==> src/rtl/fpadd_expcomp.sv <==
// fpadd_expcomp: exponent-compare front stage of the binary32 adder, 2-stage pipeline with backpressure
module fpadd_expcomp #(
    parameter int CNT_W = 16
) (
    input  logic             clk,
    input  logic             reset,
    input  logic             in_valid,
    output logic             in_ready,
    input  logic [31:0]      a,
    input  logic [31:0]      b,
    output logic             out_valid,
    input  logic             out_ready,
    output logic             alessb,
    output logic [23:0]      manta,
    output logic [23:0]      mantb,
    output logic [7:0]       shamt,
    output logic [7:0]       exp_pre,
    output logic [CNT_W-1:0] done_cnt
);
    logic [31:0] s1_a, s1_b;
    logic        s1_v, s1_load, s2_load, lt;
    logic [7:0]  ea, eb;

    assign s2_load  = !out_valid || out_ready;
    assign s1_load  = !s1_v || s2_load;
    assign in_ready = s1_load;
    assign ea       = s1_a[30:23];
    assign eb       = s1_b[30:23];
    assign lt       = ea < eb;

    // stage 1: capture the raw operand pair whenever the stage can advance
    always_ff @(posedge clk or negedge reset) begin
        if (!reset) begin
            s1_v <= 1'b0;
            s1_a <= '0;
            s1_b <= '0;
        end else if (s1_load) begin
            s1_v <= in_valid;
            s1_a <= a;
            s1_b <= b;
        end
    end

    // stage 2: register the exponent comparison and unpacked mantissas
    always_ff @(posedge clk or negedge reset) begin
        if (!reset) begin
            out_valid <= 1'b0;
            alessb    <= 1'b0;
            shamt     <= '0;
            exp_pre   <= '0;
            manta     <= '0;
            mantb     <= '0;
        end else if (s2_load) begin
            out_valid <= s1_v;
            alessb    <= lt;
            shamt     <= lt ? eb - ea : ea - eb;
            exp_pre   <= lt ? eb : ea;
            manta     <= {1'b1, s1_a[22:0]};
            mantb     <= {1'b1, s1_b[22:0]};
        end
    end

    // count bundles consumed downstream, wrapping naturally
    always_ff @(posedge clk or negedge reset) begin
        if (!reset)
            done_cnt <= '0;
        else if (out_valid && out_ready)
            done_cnt <= done_cnt + 1'b1;
    end
endmodule

==> config.mk <==
export PLATFORM = sky130hd
export DESIGN_NAME = fpadd_expcomp
export DESIGN_NICKNAME = d
export VERILOG_FILES = /design/src/rtl/fpadd_expcomp.sv
export SDC_FILE = /design/constraint.sdc
export NUM_CORES = 1
export LEC_CHECK = 0
export ABC_CLOCK_PERIOD_IN_PS = 2200
export BUFFER_PORTS_ARGS = -buffer_cell sky130_fd_sc_hd__buf_2
export CELL_PAD_IN_SITES_DETAIL_PLACEMENT = 1
export CELL_PAD_IN_SITES_GLOBAL_PLACEMENT = 2
export CORE_ASPECT_RATIO = 0.5
export CORE_MARGIN = 2
export CORE_UTILIZATION = 30
export CTS_CLUSTER_DIAMETER = 60
export CTS_CLUSTER_SIZE = 20
export DETAILED_ROUTE_END_ITERATION = 16
export PLACE_DENSITY = 0.83
export SKIP_CTS_REPAIR_TIMING = 1
export SYNTH_ARGS = -nofsm -noshare
export SYNTH_HDL_FRONTEND = slang
export SYNTH_SLANG_ARGS = --single-unit
export TNS_END_PERCENT = 100
==> constraint.sdc <==
create_clock -name clk -period 2.2 [get_ports clk]
set_clock_uncertainty 0.2 [all_clocks]
set_input_delay 0.33 -clock clk [delete_from_list [all_inputs] [get_ports clk]]
set_output_delay 0.33 -clock clk [all_outputs]
set_load 0.02 [all_outputs]
==> reports/results.tsv, run 1 <==
metric	value	unit
Syn Inst Count	572	
max_slew headroom	65.77	%
synthesized cell area	6200	um^2
Worst Setup SP	s1_a[23]$_DFFE_PN0P_	
commonest non-fill, non-tap cells in the layout	nand2_1 (173), buf_2 (147), dfrtp_1 (144)	
post-route cell area	9002	um^2
most common cell after layout, fill and taps aside	nand2_1	
Hold Crit Start	out_ready	
worst-skew pair later-pin latency	0.42	ns
Fmax	403.9	MHz
Crit Path Max Fanout	6	
Max rail drop VDD	0.3682	mV
CP max-delay cell	dfrtp_1	
TritonCTS clock tree	done	
Period Utilization, post-route	112.5	%
max-capacitance violation count	0	
Async S/R FF share, synth	100.0	%
Final Max Slew Viols	0	
Iteration-0 DRC Markers	257	
flop2flop setup slack	-0.28	ns
crit-path leading delay family	adder cells	
Cell Pwr Density	945.6	nW/um^2
Total Wirelength	17090	um
clock tree buffer depth	2	
global-route wire length before repair	26030	um
HP Class	in -> reg	
via density per instance	4.457	
Avg Cell Area, Syn	10.84	um^2
die height	105.7	um
Starting Density	30.37	%
status	finished, violations left	
Clock Tree Root	clkbuf_16	
CP Data Arrival Time	2.56	ns
Seq pwr share	38.8	%
Net Switching	2.683	mW
endpoints failing setup	16	
Placed Cells	1014	
critical path required time	2.29	ns
via count	4978	
largest net degree at the start of global routing	70	
final std cells w/o fill	1117	
ant diodes	0	
grt total ovfl	0	
Internal	5.829	mW
# H-tree levels	4	
multi-input logic area	2474	um^2
Worst Setup End Kind	flop	
First-pass DRT Iterations	4	
sequential share of the synthesized area	58.12	%
Sequential cell area	3603	um^2
CTS Sinks	144	
placed cell area	7640	um^2
Final HPWL DP	11360	um
ys flop type	dfrtp_1	
#FFs+latches synth	144	
yosys warns	0	
reg2reg start	s1_a[23]$_DFFE_PN0P_	
nets	921	
CP Class	reg -> reg	
RSZ-0062 raised after global routing	yes	
Bufs and invs on worst path	2	
fin crit period	2.476	ns
GRT Total Usage	15.13	%
Die Area	21900	um^2
crit-path cells	inv_2 > ha_4 > fa_2 > nand2b_4 > a211oi_4 > o31ai_4 > buf_6 > mux2i_2 > xnor2_1 > a21oi_1	
Top-Level Pins	151	
FILL cells	2295	
Rows	37	
DR WL/cell	15.30	um
Post-Syn Nets	660	
final worst slack	-0.2758	ns
Startpoint Class	flop	
width of the die	207.3	um
input/output buffers	148	
initial antenna violation count	0	
layout cell share with drive strength beyond 1	36.26	%
Final Hold Viols	0	
vias in the first global route	5031	
combinational power share	26.8	%
max incr delay on CP	0.38	ns
Clock Power Share	34.4	%
Synth cell types	46	
Worst-Margin Slew	0.5115	ns
failing checks	negative setup slack	
drc violations	0	
Area growth syn-to-layout	45.21	%
number of enable flip-flop cells after synthesis	0	
switching share of power	31.52	%
total core area	20420	um^2
Pleak	4.513	nW
Num CTS Buffers	17	
GPL Wtd Cong	0.7932	
Worst-path clk slew	0.06	ns
Routed Antenna Nets	0	
through the flow:
| stage | setup slack [ns] | hold slack (ns) | total power, mW | setup TNS [ns] | util (%) |
|---|---|---|---|---|---|
| after floorplan | -0.1609 | -0.1656 | 4.557 | -0.3690 | - |
| after global routing | -0.3601 | 0.1255 | 8.983 | -3.986 | 44.10 |
| after detailed placement | -0.2144 | 0.1151 | 5.426 | -2.482 | 37.42 |
| after global placement | -0.1788 | 0.1127 | 5.342 | -1.837 | 37.42 |
| after CTS | -0.2472 | -0.3471 | 8.411 | -2.899 | 40.32 |
| final | -0.2758 | 0.1018 | 8.513 | -2.349 | 44.10 |
area by class of cell:
type                       count  area share (%)
sequential                   144           40.03
multi-input combinational    383           27.48
timing repair buffer         270           21.42
clock buffer                  17           4.726
tap                          273           3.794
clock inverter                13           1.849
inverter                      17          0.7088
worst paths after layout:
path	end	depth (start not counted)
min in group asynchronous	exp_pre[0]$_DFFE_PN0P_	2
setup reg to reg	shamt[2]$_DFFE_PN0P_	10
setup / recovery	shamt[2]$_DFFE_PN0P_	10
hold reg to reg	manta[19]$_DFFE_PN0P_	2
hold / removal	done_cnt[2]$_DFFE_PN0P_	3
max in group asynchronous	s1_b[3]$_DFFE_PN0P_	3
cell families (layout without fill, tap and decap cells):
| group | Yosys count | after routing | synth area share (%) |
|---|---|---|---|
| compound gates | 59 | 59 | 5.893 |
| simple gates | 224 | 224 | 14.93 |
| fa+ha+maj | 20 | 20 | 4.279 |
| xor+xnor | 19 | 19 | 2.684 |
| mux | 61 | 61 | 10.92 |
| flops | 144 | 144 | 58.12 |
| buf+inv | 45 | 317 | 3.168 |
worst reg2reg max path, stage by stage, from the launching register on:
cell      delay, ns
dfrtp_1        0.38
inv_2          0.07
ha_4           0.16
fa_2           0.34
nand2b_4       0.16
a211oi_4       0.28
o31ai_4        0.10
buf_6          0.15
mux2i_2        0.21
xnor2_1        0.18
a21oi_1        0.11
synthesized netlist by cell type (all sizes together) (2+ instances only):
library cell | count | share of area, %
a21oi | 12 | 1.0
xnor2 | 14 | 2.0
nand2b | 5 | 0.54
nand2 | 177 | 11
nand3 | 6 | 0.48
a21o | 4 | 0.48
o31ai | 2 | 0.46
clkbuf | 16 | 0.99
o21ai | 30 | 2.4
fa | 2 | 0.65
mux2 | 50 | 9.1
nor2 | 16 | 0.97
nand4 | 5 | 0.50
inv | 17 | 1.0
a221oi | 2 | 0.28
dfrtp | 144 | 58
a211oi | 2 | 0.44
a31oi | 3 | 0.30
o22ai | 2 | 0.20
nor2b | 3 | 0.30
buf | 12 | 1.2
xor2 | 5 | 0.71
nand3b | 3 | 0.36
mux2i | 11 | 1.8
ha | 18 | 3.6
and3 | 3 | 0.30
power by group through the flow:
| stage | sequential (mW) | clock [mW] | combinational [mW] |
|---|---|---|---|
| 6_report | 3.31 | 2.93 | 2.28 |
| 5_1_grt | 3.37 | 3.13 | 2.48 |
| 4_1_cts | 3.31 | 3.02 | 2.08 |
| 3_5_place_dp | 3.36 | 0 | 2.07 |
| 3_3_place_gp | 3.33 | 0 | 2.01 |
| 2_1_floorplan | 3.67 | 0 | 0.886 |
layer usage:
layer / part of all wire [%] / track usage (%) / vias up
li1: - / - / 2397
met1: 44 / 18.64 / 2512
met2: 53 / 26.81 / 54
met3: 2.3 / 3.308 / 15
met4: 0.97 / 4.286 / 0
met5: 0 / 0 / -
registers in the layout (all words and copies together), names as in the netlist:
register and count:
s1_a 31, s1_b 31, manta 24, mantb 23, done_cnt 16, exp_pre 8, shamt 8, alessb 1
out_valid 1, s1_v 1
(Power assumes the default switching activity.)
==> inputs of run 2 (changes only) <==
--- a/config.mk
+++ b/config.mk
@@ -9,13 +9,14 @@
 export BUFFER_PORTS_ARGS = -buffer_cell sky130_fd_sc_hd__buf_2
 export CELL_PAD_IN_SITES_DETAIL_PLACEMENT = 1
 export CELL_PAD_IN_SITES_GLOBAL_PLACEMENT = 2
-export CORE_ASPECT_RATIO = 0.5
+export CORE_ASPECT_RATIO = 0.9
 export CORE_MARGIN = 2
 export CORE_UTILIZATION = 30
 export CTS_CLUSTER_DIAMETER = 60
 export CTS_CLUSTER_SIZE = 20
 export DETAILED_ROUTE_END_ITERATION = 16
 export PLACE_DENSITY = 0.83
+export SETUP_SLACK_MARGIN = 0.15
 export SKIP_CTS_REPAIR_TIMING = 1
 export SYNTH_ARGS = -nofsm -noshare
 export SYNTH_HDL_FRONTEND = slang
==> run 2 against run 1 <==
The run ends with negative hold slack, negative setup slack left; sequential power about the same; via count decreased by 0.98%; critical path depth decreased by 1; largest cell class unchanged; highest routed layer unchanged; critical endpoint is now shamt[7]$_DFFE_PN0P_.
==> reports/results.tsv, run 2 (same netlist as run 1, synthesis figures left out) <==
metric	value	unit
Top-Level Pins	151	
max_slew headroom	70.04	%
Tot Pwr	8.507	mW
post-layout util	44.59	%
layout cell share with drive strength beyond 1	36.03	%
clock tree buffer depth	2	
Fmax	416.0	MHz
final worst slack	-0.2038	ns
pre-CTS WS	-0.2426	ns
Cell Pwr Density	948.6	nW/um^2
Total Wirelength	17020	um
fin crit period	2.404	ns
ant diodes	0	
setup_tns	-1.968	ns
Worst Setup End Kind	flop	
# H-tree levels	4	
die height	140.4	um
Rows	49	
GPL Wtd Cong	0.7980	
width of the die	155.5	um
HP Class	in -> reg	
drc violations	0	
max-capacitance violation count	0	
Starting Density	30.83	%
Largest regs	s1_a: 31 flops, s1_b: 31 flops, manta: 24 flops	
Final Max Slew Viols	0	
Final Hold Viols	1	
Period Utilization, post-route	109.3	%
endpoints failing setup	15	
CP Data Arrival Time	2.49	ns
input/output buffers	148	
most common cell after layout, fill and taps aside	nand2_1	
Clock Tree Root	clkbuf_16	
GRT Total Usage	14.84	%
Final HPWL DP	11080	um
nets	917	
Num CTS Buffers	17	
initial antenna violation count	0	
DR WL/cell	15.53	um
First-pass DRT Iterations	4	
FILL cells	2277	
Iteration-0 DRC Markers	159	
Pleak	4.522	nW
Worst-path clk slew	0.07	ns
Area growth syn-to-layout	44.64	%
Startpoint Class	flop	
worst-skew pair later-pin latency	0.42	ns
Crit Path Max Fanout	7	
Routed Antenna Nets	0	
WHS	-0.02299	ns
commonest non-fill, non-tap cells in the layout	nand2_1 (175), buf_2 (147), dfrtp_1 (143)	
failing checks	negative hold slack, negative setup slack	
Worst-Margin Slew	0.4494	ns
status	finished, violations left	
via count	4929	
via density per instance	4.497	
CTS Sinks	144	
global-route wire length before repair	25500	um
grt total ovfl	0	
total core area	20110	um^2
Die Area	21830	um^2
vias in the first global route	4950	
CP Class	reg -> reg	
RSZ-0062 raised after global routing	yes	
TritonCTS clock tree	done	
largest net degree at the start of global routing	55	
critical path required time	2.28	ns
Max rail drop VDD	0.4464	mV
## run 2: cell count changes in the layout (fill, tap and decap cells not counted), sizes merged
cell,change
buf,-5
clkbuf,+4
clkinvlp,-3
clkinv,+1
dlygate4sd3,-1
inv,+1
## run 2: routing by layer
metal | GRT usage (%) | vias to the layer above | routed length (um)
met5 | 0 | - | 0
met4 | 3.766 | 0 | 180
met2 | 23.80 | 98 | 8374
li1 | - | 2395 | -
met1 | 19.66 | 2422 | 7839
met3 | 4.486 | 14 | 629
## run 2: final cells by class
cell class,instances,area [um^2],share of cell area (%)
repair buffers,266,1896,21.14
multi-input cells,383,2481,27.67
well taps,255,319.1,3.558
inverters,17,63.81,0.7116
flip-flops and latches,144,3605,40.20
clock inverters,12,160.2,1.786
clock buffers,19,442.9,4.939
## run 2: worst max-delay path: stages (launching register included)
cell and delay (ns):
dfrtp_1 0.42, ha_4 0.17, fa_2 0.33, nand2b_4 0.16
a211oi_4 0.29, o31ai_4 0.09, buf_12 0.14, mux2_4 0.30
nand4_1 0.07, o211ai_1 0.09
## run 2: through the flow
stage               cell area, um^2  cells
floorplan                      6223    572
global placement               7585    995
detailed placement             7585    995
CTS                            8188   1026
global route                   8967   1096
finish                         8967   1096
## run 2: worst paths after layout
| check | slack [ns] | startpoint | to | cells past startpoint |
|---|---|---|---|---|
| worst max-delay path | -0.20 | s1_b[23]$_DFFE_PN0P_ | shamt[7]$_DFFE_PN0P_ | 9 |
| worst min register to register | 0.26 | mantb[7]$_DFFE_PN0P_ | mantb[7]$_DFFE_PN0P_ | 2 |
| worst min-delay path | -0.02 | a[29] | s1_a[29]$_DFFE_PN0P_ | 3 |
| min in group asynchronous | 0.20 | reset | done_cnt[13]$_DFFE_PN0P_ | 2 |
| max in group asynchronous | 0.94 | reset | exp_pre[6]$_DFFE_PN0P_ | 3 |
| worst max register to register | -0.20 | s1_b[23]$_DFFE_PN0P_ | shamt[7]$_DFFE_PN0P_ | 9 |
## run 2: power by group
| group | internal [mW] | total [mW] | switching, mW |
|---|---|---|---|
| Sequential | 3.05 | 3.31 | 0.259 |
| Combinational | 0.977 | 2.21 | 1.23 |
| Clock | 1.82 | 2.99 | 1.17 |
==> inputs of run 3 (changes only) <==
--- a/config.mk
+++ b/config.mk
@@ -5,18 +5,18 @@
 export SDC_FILE = /design/constraint.sdc
 export NUM_CORES = 1
 export LEC_CHECK = 0
-export ABC_CLOCK_PERIOD_IN_PS = 2200
+export ABC_CLOCK_PERIOD_IN_PS = 2300
 export BUFFER_PORTS_ARGS = -buffer_cell sky130_fd_sc_hd__buf_2
+export CAP_MARGIN = 30
 export CELL_PAD_IN_SITES_DETAIL_PLACEMENT = 1
 export CELL_PAD_IN_SITES_GLOBAL_PLACEMENT = 2
 export CORE_ASPECT_RATIO = 0.9
 export CORE_MARGIN = 2
-export CORE_UTILIZATION = 30
+export CORE_UTILIZATION = 34
 export CTS_CLUSTER_DIAMETER = 60
 export CTS_CLUSTER_SIZE = 20
 export DETAILED_ROUTE_END_ITERATION = 16
-export PLACE_DENSITY = 0.83
-export SETUP_SLACK_MARGIN = 0.15
+export PLACE_DENSITY = 0.88
 export SKIP_CTS_REPAIR_TIMING = 1
 export SYNTH_ARGS = -nofsm -noshare
 export SYNTH_HDL_FRONTEND = slang
==> constraint.sdc (replaced) <==
create_clock -name clk -period 2.3 [get_ports clk]
set_clock_uncertainty 0.2 [all_clocks]
set_input_delay 0.345 -clock clk [delete_from_list [all_inputs] [get_ports clk]]
set_output_delay 0.345 -clock clk [all_outputs]
set_load 0.02 [all_outputs]
==> run 3 against run 2 <==
The flow still finishes with violations (negative hold slack, negative setup slack); combinational power decreased by 7%; sequential power decreased by 4%; fmax decreased by 0.51%; setup slack improved by 0.088 ns; register-to-register slack improved by 0.09 ns; largest power group unchanged; flip-flop and latch count unchanged; critical path depth decreased by 1; routed wire length increased by 1.8%; core utilization increased by 4.5 points; clock power decreased by 10%.
==> reports/results.tsv, run 3 (same netlist as run 1, synthesis figures left out) <==
metric	value	unit
status	finished, violations left	
failing checks	negative hold slack, negative setup slack	
max incr delay on CP	0.43	ns
Clock Power Share	34.0	%
drc violations	0	
Die Area	19330	um^2
crit-path leading delay family	compound AO/OA/AOI/OAI gates	
CP Class	reg -> reg	
WP depth	8	
commonest non-fill, non-tap cells in the layout	nand2_1 (175), buf_2 (147), dfrtp_1 (144)	
# H-tree levels	4	
most common cell after layout, fill and taps aside	nand2_1	
placed cell area	7446	um^2
Placed Cells	964	
worst-skew pair later-pin latency	0.42	ns
via density per instance	4.708	
Area growth syn-to-layout	40.34	%
Net Switching	2.501	mW
CTS Sinks	144	
global-route wire length before repair	26590	um
multi-input logic area	2482	um^2
CP Data Arrival Time	2.57	ns
Hold Path Depth	3	
Routed Antenna Nets	0	
DR WL/cell	16.36	um
Largest regs	s1_a: 31 flops, s1_b: 31 flops, manta: 24 flops	
Starting Density	34.97	%
setup_tns	-0.7492	ns
Final HPWL DP	11480	um
width of the die	146.3	um
Worst-path clk slew	0.06	ns
Num CTS Buffers	17	
Internal	5.406	mW
Final Hold Viols	1	
Worst-Margin Slew	0.5462	ns
pre-CTS WS	-0.1453	ns
Sequential cell area	3603	um^2
Cell Pwr Density	908.7	nW/um^2
RSZ-0062 raised after global routing	yes	
max-capacitance violation count	0	
CP max-delay cell	dfrtp_1	
grt total ovfl	0	
TritonCTS clock tree	done	
fin crit period	2.416	ns
Worst Setup End Kind	flop	
FILL cells	1969	
Iteration-0 DRC Markers	183	
endpoints failing setup	14	
Rows	46	
Tot Pwr	7.907	mW
HP Class	in -> reg	
Top-Level Pins	151	
Period Utilization, post-route	105.1	%
input/output buffers	148	
Crit Path Max Fanout	8	
post-layout util	49.08	%
total core area	17730	um^2
Max rail drop VDD	0.5306	mV
initial antenna violation count	0	
clock tree buffer depth	2	
Fmax	413.9	MHz
Total Wirelength	17340	um
max_slew headroom	63.58	%
crit-path cells	ha_4 > fa_2 > nand2b_4 > a211oi_4 > o31ai_4 > buf_4 > mux2_4 > a21oi_2	
largest net degree at the start of global routing	60	
Startpoint Class	flop	
final std cells w/o fill	1060	
critical path required time	2.45	ns
First-pass DRT Iterations	4	
Pleak	4.367	nW
nets	896	
Final Max Slew Viols	0	
Seq pwr share	40.1	%
layout cell share with drive strength beyond 1	33.90	%
Bufs and invs on worst path	1	
Clock Tree Root	clkbuf_16	
final worst slack	-0.1163	ns
ant diodes	0	
switching share of power	31.63	%
Reg2Reg Depth	8	
via count	4990	
vias in the first global route	5226	
post-route cell area	8701	um^2
die height	132.1	um
WHS	-0.03033	ns
GRT Total Usage	17.22	%
combinational power share	25.9	%
GPL Wtd Cong	0.8151	
-- run 3: power groups by stage --
stage               Sequential, mW  Combinational [mW]  Clock, mW
global placement              3.19                1.85          0
CTS                           3.17                1.94       2.75
floorplan                     3.51               0.848          0
detailed placement            3.21                1.92          0
global route                  3.23                2.23       2.85
finish                        3.17                2.05       2.69
-- run 3: area by class of cell --
| class | count | share of cell area [%] |
|---|---|---|
| multi-input cells | 383 | 28.53 |
| inverters | 17 | 0.7334 |
| well taps | 240 | 3.451 |
| clock buffers | 22 | 5.220 |
| flip-flops and latches | 144 | 41.42 |
| repair buffers | 245 | 19.38 |
| clock inverters | 9 | 1.265 |
-- run 3: worst register-to-register path, cell delays in order, from the launching register on --
cell and delay [ns]:
dfrtp_1 0.43, ha_4 0.18, fa_2 0.36, nand2b_4 0.16
a211oi_4 0.27, o31ai_4 0.16, buf_4 0.18, mux2_4 0.30
a21oi_2 0.12
-- run 3: worst paths after layout --
check / startpoint / endpoint / slack, ns
max reg2reg: s1_b[23]$_DFFE_PN0P_ / shamt[1]$_DFFE_PN0P_ / -0.12
min reg2reg: mantb[16]$_DFFE_PN0P_ / mantb[16]$_DFFE_PN0P_ / 0.26
min in group asynchronous: reset / done_cnt[8]$_DFFE_PN0P_ / 0.27
max: s1_b[23]$_DFFE_PN0P_ / shamt[1]$_DFFE_PN0P_ / -0.12
max in group asynchronous: reset / s1_b[21]$_DFFE_PN0P_ / 0.97
min: b[29] / s1_b[29]$_DFFE_PN0P_ / -0.03
-- run 3: metal layers --
metal / track usage, % / vias up / wire length (um)
met2: 30.14 / 110 / 8926
met5: 0 / - / 0
met4: 4.962 / 0 / 202
met1: 21.09 / 2514 / 7548
met3: 4.394 / 17 / 660
li1: - / 2349 / -
